$ cat src/rtl/result_fifo.sv
// Result FIFO behind the constant-divider stage: captures every valid divider
// result, releases it on RD_EN, and flags (never hides) overflow.
module result_fifo #(
  parameter int unsigned N     = 16,
  parameter int unsigned DEPTH = 8,
  parameter int unsigned AW    = 3
) (
  input  logic          CLK,
  input  logic          RST,
  input  logic          EN,
  input  logic          R_IN,
  input  logic [N-1:0]  D_IN,
  input  logic          RD_EN,
  output logic [N-1:0]  D_OUT,
  output logic          R_OUT,
  output logic          FULL,
  output logic          EMPTY,
  output logic [AW:0]   COUNT,
  output logic          OVF
);

  logic [N-1:0] mem_q [DEPTH];
  logic [AW-1:0] wp_q, wp_d;
  logic [AW-1:0] rp_q, rp_d;
  logic [AW:0]   count_q, count_d;
  logic [N-1:0]  dout_q, dout_d;
  logic          rout_q, rout_d;
  logic          ovf_q, ovf_d;
  logic          push, pop;

  assign FULL  = (count_q == (AW+1)'(DEPTH));
  assign EMPTY = (count_q == '0);

  // A full FIFO still accepts a push when the same cycle frees an entry.
  assign pop  = EN & RD_EN & ~EMPTY;
  assign push = EN & R_IN & (~FULL | pop);

  always_comb begin
    wp_d    = wp_q;
    rp_d    = rp_q;
    count_d = count_q;
    dout_d  = dout_q;
    rout_d  = 1'b0;
    ovf_d   = ovf_q;
    if (push) begin
      wp_d = wp_q + AW'(1);
    end
    if (pop) begin
      rp_d   = rp_q + AW'(1);
      dout_d = mem_q[rp_q];
      rout_d = 1'b1;
    end
    if (push && !pop) begin
      count_d = count_q + (AW+1)'(1);
    end else if (pop && !push) begin
      count_d = count_q - (AW+1)'(1);
    end
    if (EN && R_IN && FULL && !pop) begin
      ovf_d = 1'b1;
    end
  end

  always_ff @(posedge CLK) begin
    if (RST) begin
      wp_q    <= '0;
      rp_q    <= '0;
      count_q <= '0;
      dout_q  <= '0;
      rout_q  <= 1'b0;
      ovf_q   <= 1'b0;
    end else begin
      wp_q    <= wp_d;
      rp_q    <= rp_d;
      count_q <= count_d;
      dout_q  <= dout_d;
      rout_q  <= rout_d;
      ovf_q   <= ovf_d;
    end
  end

  // Storage has no reset; its contents are meaningless until written.
  always_ff @(posedge CLK) begin
    if (!RST && push) begin
      mem_q[wp_q] <= D_IN;
    end
  end

  assign D_OUT = dout_q;
  assign R_OUT = rout_q;
  assign COUNT = count_q;
  assign OVF   = ovf_q;

endmodule

$ cat config.mk
export PLATFORM = sky130hd
export DESIGN_NAME = result_fifo
export DESIGN_NICKNAME = d
export VERILOG_FILES = /design/src/rtl/result_fifo.sv
export SDC_FILE = /design/constraint.sdc
export NUM_CORES = 1
export LEC_CHECK = 0
export ABC_CLOCK_PERIOD_IN_PS = 5000
export CAP_MARGIN = 20
export CORE_UTILIZATION = 58
export CTS_CLUSTER_DIAMETER = 100
export DETAILED_ROUTE_END_ITERATION = 7
export PLACE_DENSITY = 0.79
export SYNTH_ARGS = -nofsm -noshare
export SYNTH_HDL_FRONTEND = slang
export SYNTH_SLANG_ARGS = --single-unit
$ cat constraint.sdc
create_clock -name CLK -period 5 [get_ports CLK]
set_input_delay 1 -clock CLK [delete_from_list [all_inputs] [get_ports CLK]]
set_output_delay 1 -clock CLK [all_outputs]
set_load 0.01 [all_outputs]
==> results of run 1 <==
-- worst max-delay path by stage --
stage / endpoint / slack, ns / cells after the start
after CTS: FULL / 1.78 / 3
after detailed placement: COUNT[3] / 1.41 / 10
after floorplan: mem_q[5][0] / 1.16 / 4
final: FULL / 1.82 / 3
after global routing: FULL / 1.74 / 3
after global placement: COUNT[3] / 1.50 / 10
-- layer usage --
layer  share of wire, %  global-route usage [%]  vias to the layer above
met2                 53                   38.16                       96
met3                5.4                   5.223                       14
li1                   -                       -                     1391
met1                 40                   28.35                     1623
met5                  0                       0                        -
met4                1.4                   10.97                        0
-- power by group --
part	total [mW]	switching, mW	internal [mW]
sequential	1.53	0.0556	1.48
combinational	0.696	0.345	0.351
clock	1.13	0.474	0.653
total	3.36	0.875	2.48
-- cell type report --
class | instances | area share, %
Tap cell | 133 | 2.330
Timing Repair Buffer | 56 | 7.428
Clock buffer | 20 | 5.957
Inverter | 5 | 0.2628
Clock inverter | 12 | 1.384
Sequential cell | 156 | 61.69
Multi-Input combinational cell | 143 | 20.95
-- worst register-to-register path, stage by stage (launching register included) --
cell and delay, ns:
dfxtp_1 0.39, or4b_1 0.61, inv_1 0.12, a21oi_1 0.13, ha_1 0.22, inv_1 0.13
ha_1 0.29, a21oi_1 0.20, a211oi_1 0.10, a31oi_1 0.16, mux2_2 0.35
-- cells by family (layout without fill, tap and decap cells) --
group / after synthesis / after routing / share of synthesized area, %
xor+xnor: 6 / 6 / 0.8777
compound gates: 24 / 24 / 2.445
mux: 35 / 35 / 12.56
flops: 156 / 156 / 73.56
fa+ha+maj: 6 / 6 / 1.379
buf+inv: 21 / 93 / 2.027
simple gates: 72 / 72 / 7.148
-- sequential cells by signal, indices dropped and copies added, names as in the netlist --
register  count
COUNT         4
mem_q       128
OVF           1
rp_q          3
R_OUT         1
D_OUT        16
wp_q          3
-- cell usage in the layout, fill, tap and decap left out, types with 12 or more instances in the layout --
cell type        Yosys  layout
nor2_1              32      32
mux4_2              32      32
clkbuf_16            0      16
edfxtp_1           128     128
dfxtp_1             28      27
nor3_2              11      13
o22ai_1             16      16
clkdlybuf4s50_1      0      44
buf_4                3      12
-- metrics by stage --
step	setup slack (ns)	util (%)	instances	area [um2]
after floorplan	1.156	-	320	5987
after global placement	1.501	66.78	493	6618
after detailed placement	1.409	66.78	493	6618
after CTS	1.780	72.07	525	7142
after global routing	1.739	72.07	525	7142
final	1.817	72.07	525	7142
==> flow_summary.json, run 1 <==
{
  "status": "finished clean",
  "crit_family": "buffers and inverters",
  "ys.flop_type": "edfxtp_1",
  "crit_slowest_cell": "or4b_1",
  "synth_seq_area_share_pct": 73.56,
  "h-tree-depth": 4,
  "critPathKind": "flip-flop to output pin",
  "crit_path_end_kind": "output pin",
  "p_total_mw": 3.357,
  "grt_first_pass_wirelength_um": 17600,
  "min_from": "OVF",
  "cp.required_ns": 4.00,
  "syn-cell-area_mm2": 0.005987,
  "critical-path-max-stage-delay_ns": 0.61,
  "cts_made_buffers": 17,
  "regArea_mm2": 0.004405,
  "min_to": "OVF",
  "p_leak_nw": 2.279,
  "max_freq_mhz": 314.2,
  "syn_area_per_cell_um2": 18.71,
  "max-slew-margin-rel_pct": 43.97,
  "grt_pass1_vias": 3216,
  "synth_edf_count": 128,
  "hold_viol_final": 0,
  "synth_area_leader_cell": "edfxtp_1",
  "num-fill-cells": 595,
  "dr.pass1.iters": 5,
  "min_period_ns": 3.183,
  "multiInputGateArea_mm2": 0.001496,
  "clock_sinks": 156,
  "async_reset_ff_share_pct": 0,
  "final_antenna_net_count": 0,
  "crit_path_max_fanout": 6,
  "r2r-start": "COUNT[0]",
  "clock_path_buffers": 2,
  "cp.buffers_inverters": 2,
  "cts_tree": "yes",
  "yosysWarnings": 0,
  "synth_cell_types": 38,
  "antenna-diode-count": 0,
  "wl_um": 11150,
  "synth_nets": 347,
  "first_iter_violations": 260,
  "via_count": 3124,
  "ir_drop_v": 0.0002804,
  "hold_depth": 2,
  "worst_ep_arrival_time_ns": 2.18,
  "min_path_type": "flip-flop to flip-flop",
  "viasPerCell": 5.950,
  "post_cts_resized": 0,
  "grt_start_max_net_pins": 35,
  "synth.area.top_cells": "edfxtp_1 (64%), mux4_2 (12%), dfxtp_1 (9.4%)",
  "crit_start": "COUNT[0]",
  "slew_violations": 0,
  "worstMarginPinSlew_ns": 0.8379,
  "gp_congestion": 0.7667,
  "ys_top_cells_by_count": "edfxtp_1 (128), mux4_2 (32), nor2_1 (32), dfxtp_1 (28), o22ai_1 (16)",
  "die_area_mm2": 0.01073,
  "rsz0062_at_grt": "no",
  "timing.rr.end": "COUNT[3]",
  "rows": 36,
  "start_util_pct": 60.42,
  "drive_gt1_share_pct": 24.74,
  "synth_top_area_share_pct": 64.20,
  "grt_remaining_overflow": 0,
  "whs_ns": 0.4747,
  "clk_root_buffer_cell": "clkbuf_8",
  "cp_cell_sequence": "or4b_1 > inv_1 > clkdlybuf4s50_1",
  "r2r_slack_ns": 2.18,
  "track_usage_pct": 22.82,
  "cts_setup_buffers": 0,
  "fin_setup_tns_ns": 0,
  "portBuffers": 44,
  "synthCells": 320,
  "die_w_um": 103.6,
  "layout.nets": 406,
  "clk_pin_slew_ns": 0.06,
  "area_delta_synth_final_pct": 19.29,
  "synth.most_common_cell": "edfxtp_1",
  "die_h_um": 103.6,
  "io_pins": 45,
  "max_cap_viol_count": 0,
  "drcViolationCount": 0,
  "antenna_found_initial": 0,
  "power-per-cell-area_mw_per_mm2": 470.0,
  "cp-start-kind": "flip-flop",
  "routedWlPerCell_um": 21.23,
  "worstSkewPairLatency_ns": 0.53,
  "cts_hold_buf": 0,
  "hpwl_um": 6442,
  "ys_ff_latch": 156,
  "setup_violations": 0,
  "clock_skew_ns": 0.006497,
  "fin_crit_sh_pct": 63.66,
  "core_region_area_mm2": 0.009910,
  "rr_worst_depth": 10
}
Note: power is estimated with default switching activity, not from simulation.
==> inputs of run 2 (changes only) <==
Settings changed: ABC_CLOCK_PERIOD_IN_PS 5000 to 2800, CORE_UTILIZATION 58 to 52, PLACE_DENSITY 0.79 to 0.75.
Clock period 5 ns to 2.8 ns, I/O delays scaled along.
==> flow_summary.json, run 2 (synthesis results as in run 1) <==
{
  "status": "finished clean",
  "grt_first_pass_wirelength_um": 18020,
  "first_iter_violations": 199,
  "clock_sinks": 156,
  "cp-start-kind": "flip-flop",
  "fin_crit_sh_pct": 94.20,
  "final_cell_mix": "edfxtp_1 (128), clkdlybuf4s50_1 (44), nor2_1 (32), mux4_2 (32), dfxtp_1 (27)",
  "critPathKind": "flip-flop to flip-flop",
  "timing.rr.end": "COUNT[3]",
  "cp.required_ns": 3.10,
  "clk_pin_slew_ns": 0.06,
  "max_cap_viol_count": 0,
  "p_total_mw": 6.287,
  "dpl_cell_area_mm2": 0.006837,
  "clock_path_buffers": 2,
  "die_w_um": 109.3,
  "max-slew-margin-rel_pct": 65.90,
  "r2r-start": "COUNT[0]",
  "grt_remaining_overflow": 0,
  "via_count": 3156,
  "grt_pass1_vias": 3251,
  "clock_skew_ns": 0.005899,
  "max_freq_mhz": 379.1,
  "worstMarginPinSlew_ns": 0.5115,
  "grt_start_max_net_pins": 35,
  "worstSkewPairLatency_ns": 0.41,
  "clk_root_buffer_cell": "clkbuf_16",
  "post-place-ws_ns": -0.04439,
  "die_area_mm2": 0.01195,
  "layout.nets": 416,
  "fin_setup_tns_ns": 0,
  "crit_path_end_kind": "flip-flop",
  "start_util_pct": 54.28,
  "finalWorstSetupSlack_ns": 0.1625,
  "layout.cells.most_common": "edfxtp_1",
  "drive_gt1_share_pct": 27.11,
  "setup_violations": 0,
  "final_antenna_net_count": 0,
  "slew_violations": 0,
  "hpwl_um": 6685,
  "antenna_found_initial": 0,
  "regMostFlops": "mem_q",
  "r2r_slack_ns": 0.16,
  "ir_drop_v": 0.0005460,
  "min_from": "OVF",
  "core_region_area_mm2": 0.01103,
  "die_h_um": 109.3,
  "largest_register_ffs": 128,
  "worst_ep_arrival_time_ns": 2.94,
  "min_to": "OVF",
  "min_path_type": "flip-flop to flip-flop",
  "power-per-cell-area_mw_per_mm2": 846.9,
  "rr_worst_depth": 11,
  "h-tree-depth": 4,
  "cts_tree": "yes",
  "cts_made_buffers": 17,
  "wl_um": 11650,
  "rows": 38,
  "viasPerCell": 5.823,
  "io_pins": 45,
  "portBuffers": 44,
  "drcViolationCount": 0,
  "track_usage_pct": 21.96,
  "antenna-diode-count": 0,
  "p_leak_nw": 2.396,
  "gp_congestion": 0.7316,
  "crit_path_max_fanout": 6,
  "hold_depth": 2,
  "final_area_mm2": 0.007423,
  "routedWlPerCell_um": 21.49,
  "area_delta_synth_final_pct": 23.99,
  "cts_hold_buf": 0,
  "dr.pass1.iters": 4,
  "num-fill-cells": 728,
  "hold_viol_final": 0,
  "rsz0062_at_grt": "no",
  "min_period_ns": 2.638
}
run 2: worst max-delay path, cell delays in order (launching register included):
cell      delay, ns
dfxtp_1        0.38
or4_4          0.60
inv_2          0.10
nor2_2         0.05
inv_2          0.07
ha_1           0.16
inv_1          0.07
ha_1           0.32
a21oi_1        0.19
a211oi_1       0.10
a31oi_1        0.16
mux2_2         0.34
run 2: timing repair:
action                     4_1_cts  5_1_grt
buffers inserted                 0        0
setup endpoints to repair        0        1
gates resized for setup          0        1
run 2: power breakdown:
part           internal (mW)  switching [mW]
clock                   1.40           0.868
sequential              2.64          0.0941
combinational          0.660           0.632
total                   4.69            1.59
run 2: routing by layer:
layer	share of wire (%)	GRT usage [%]
met4	1.7	9.143
met5	0	0
met2	52	36.66
met1	41	28.09
met3	4.9	4.801
run 2: worst max path at each step:
stage                     depth (start not counted)           to     start
after floorplan                                   4  mem_q[3][0]        EN
after global placement                           10     COUNT[3]        EN
after detailed placement                         10     COUNT[3]        EN
after CTS                                        10     COUNT[3]  COUNT[0]
after global routing                             11     COUNT[3]  COUNT[0]
final                                            11     COUNT[3]  COUNT[0]
run 2: through the flow:
| stage | utilization [%] | hold slack [ns] | cells |
|---|---|---|---|
| finish | 67.30 | 0.4945 | 542 |
| detailed placement | 61.98 | 0.4802 | 510 |
| global route | 67.30 | 0.5132 | 542 |
| floorplan | - | 0.5043 | 320 |
| CTS | 67.26 | 0.4965 | 542 |
| global placement | 61.98 | 0.4752 | 510 |
run 2: cell type report:
cell class	instances	area, um2	share of cell area (%)
Inverter	5	18.77	0.2528
Clock buffer	20	436.7	5.882
Timing Repair Buffer	66	705.7	9.506
Multi-Input combinational cell	143	1535	20.68
Clock inverter	12	146.4	1.972
Tap cell	140	175.2	2.360
Sequential cell	156	4405	59.35
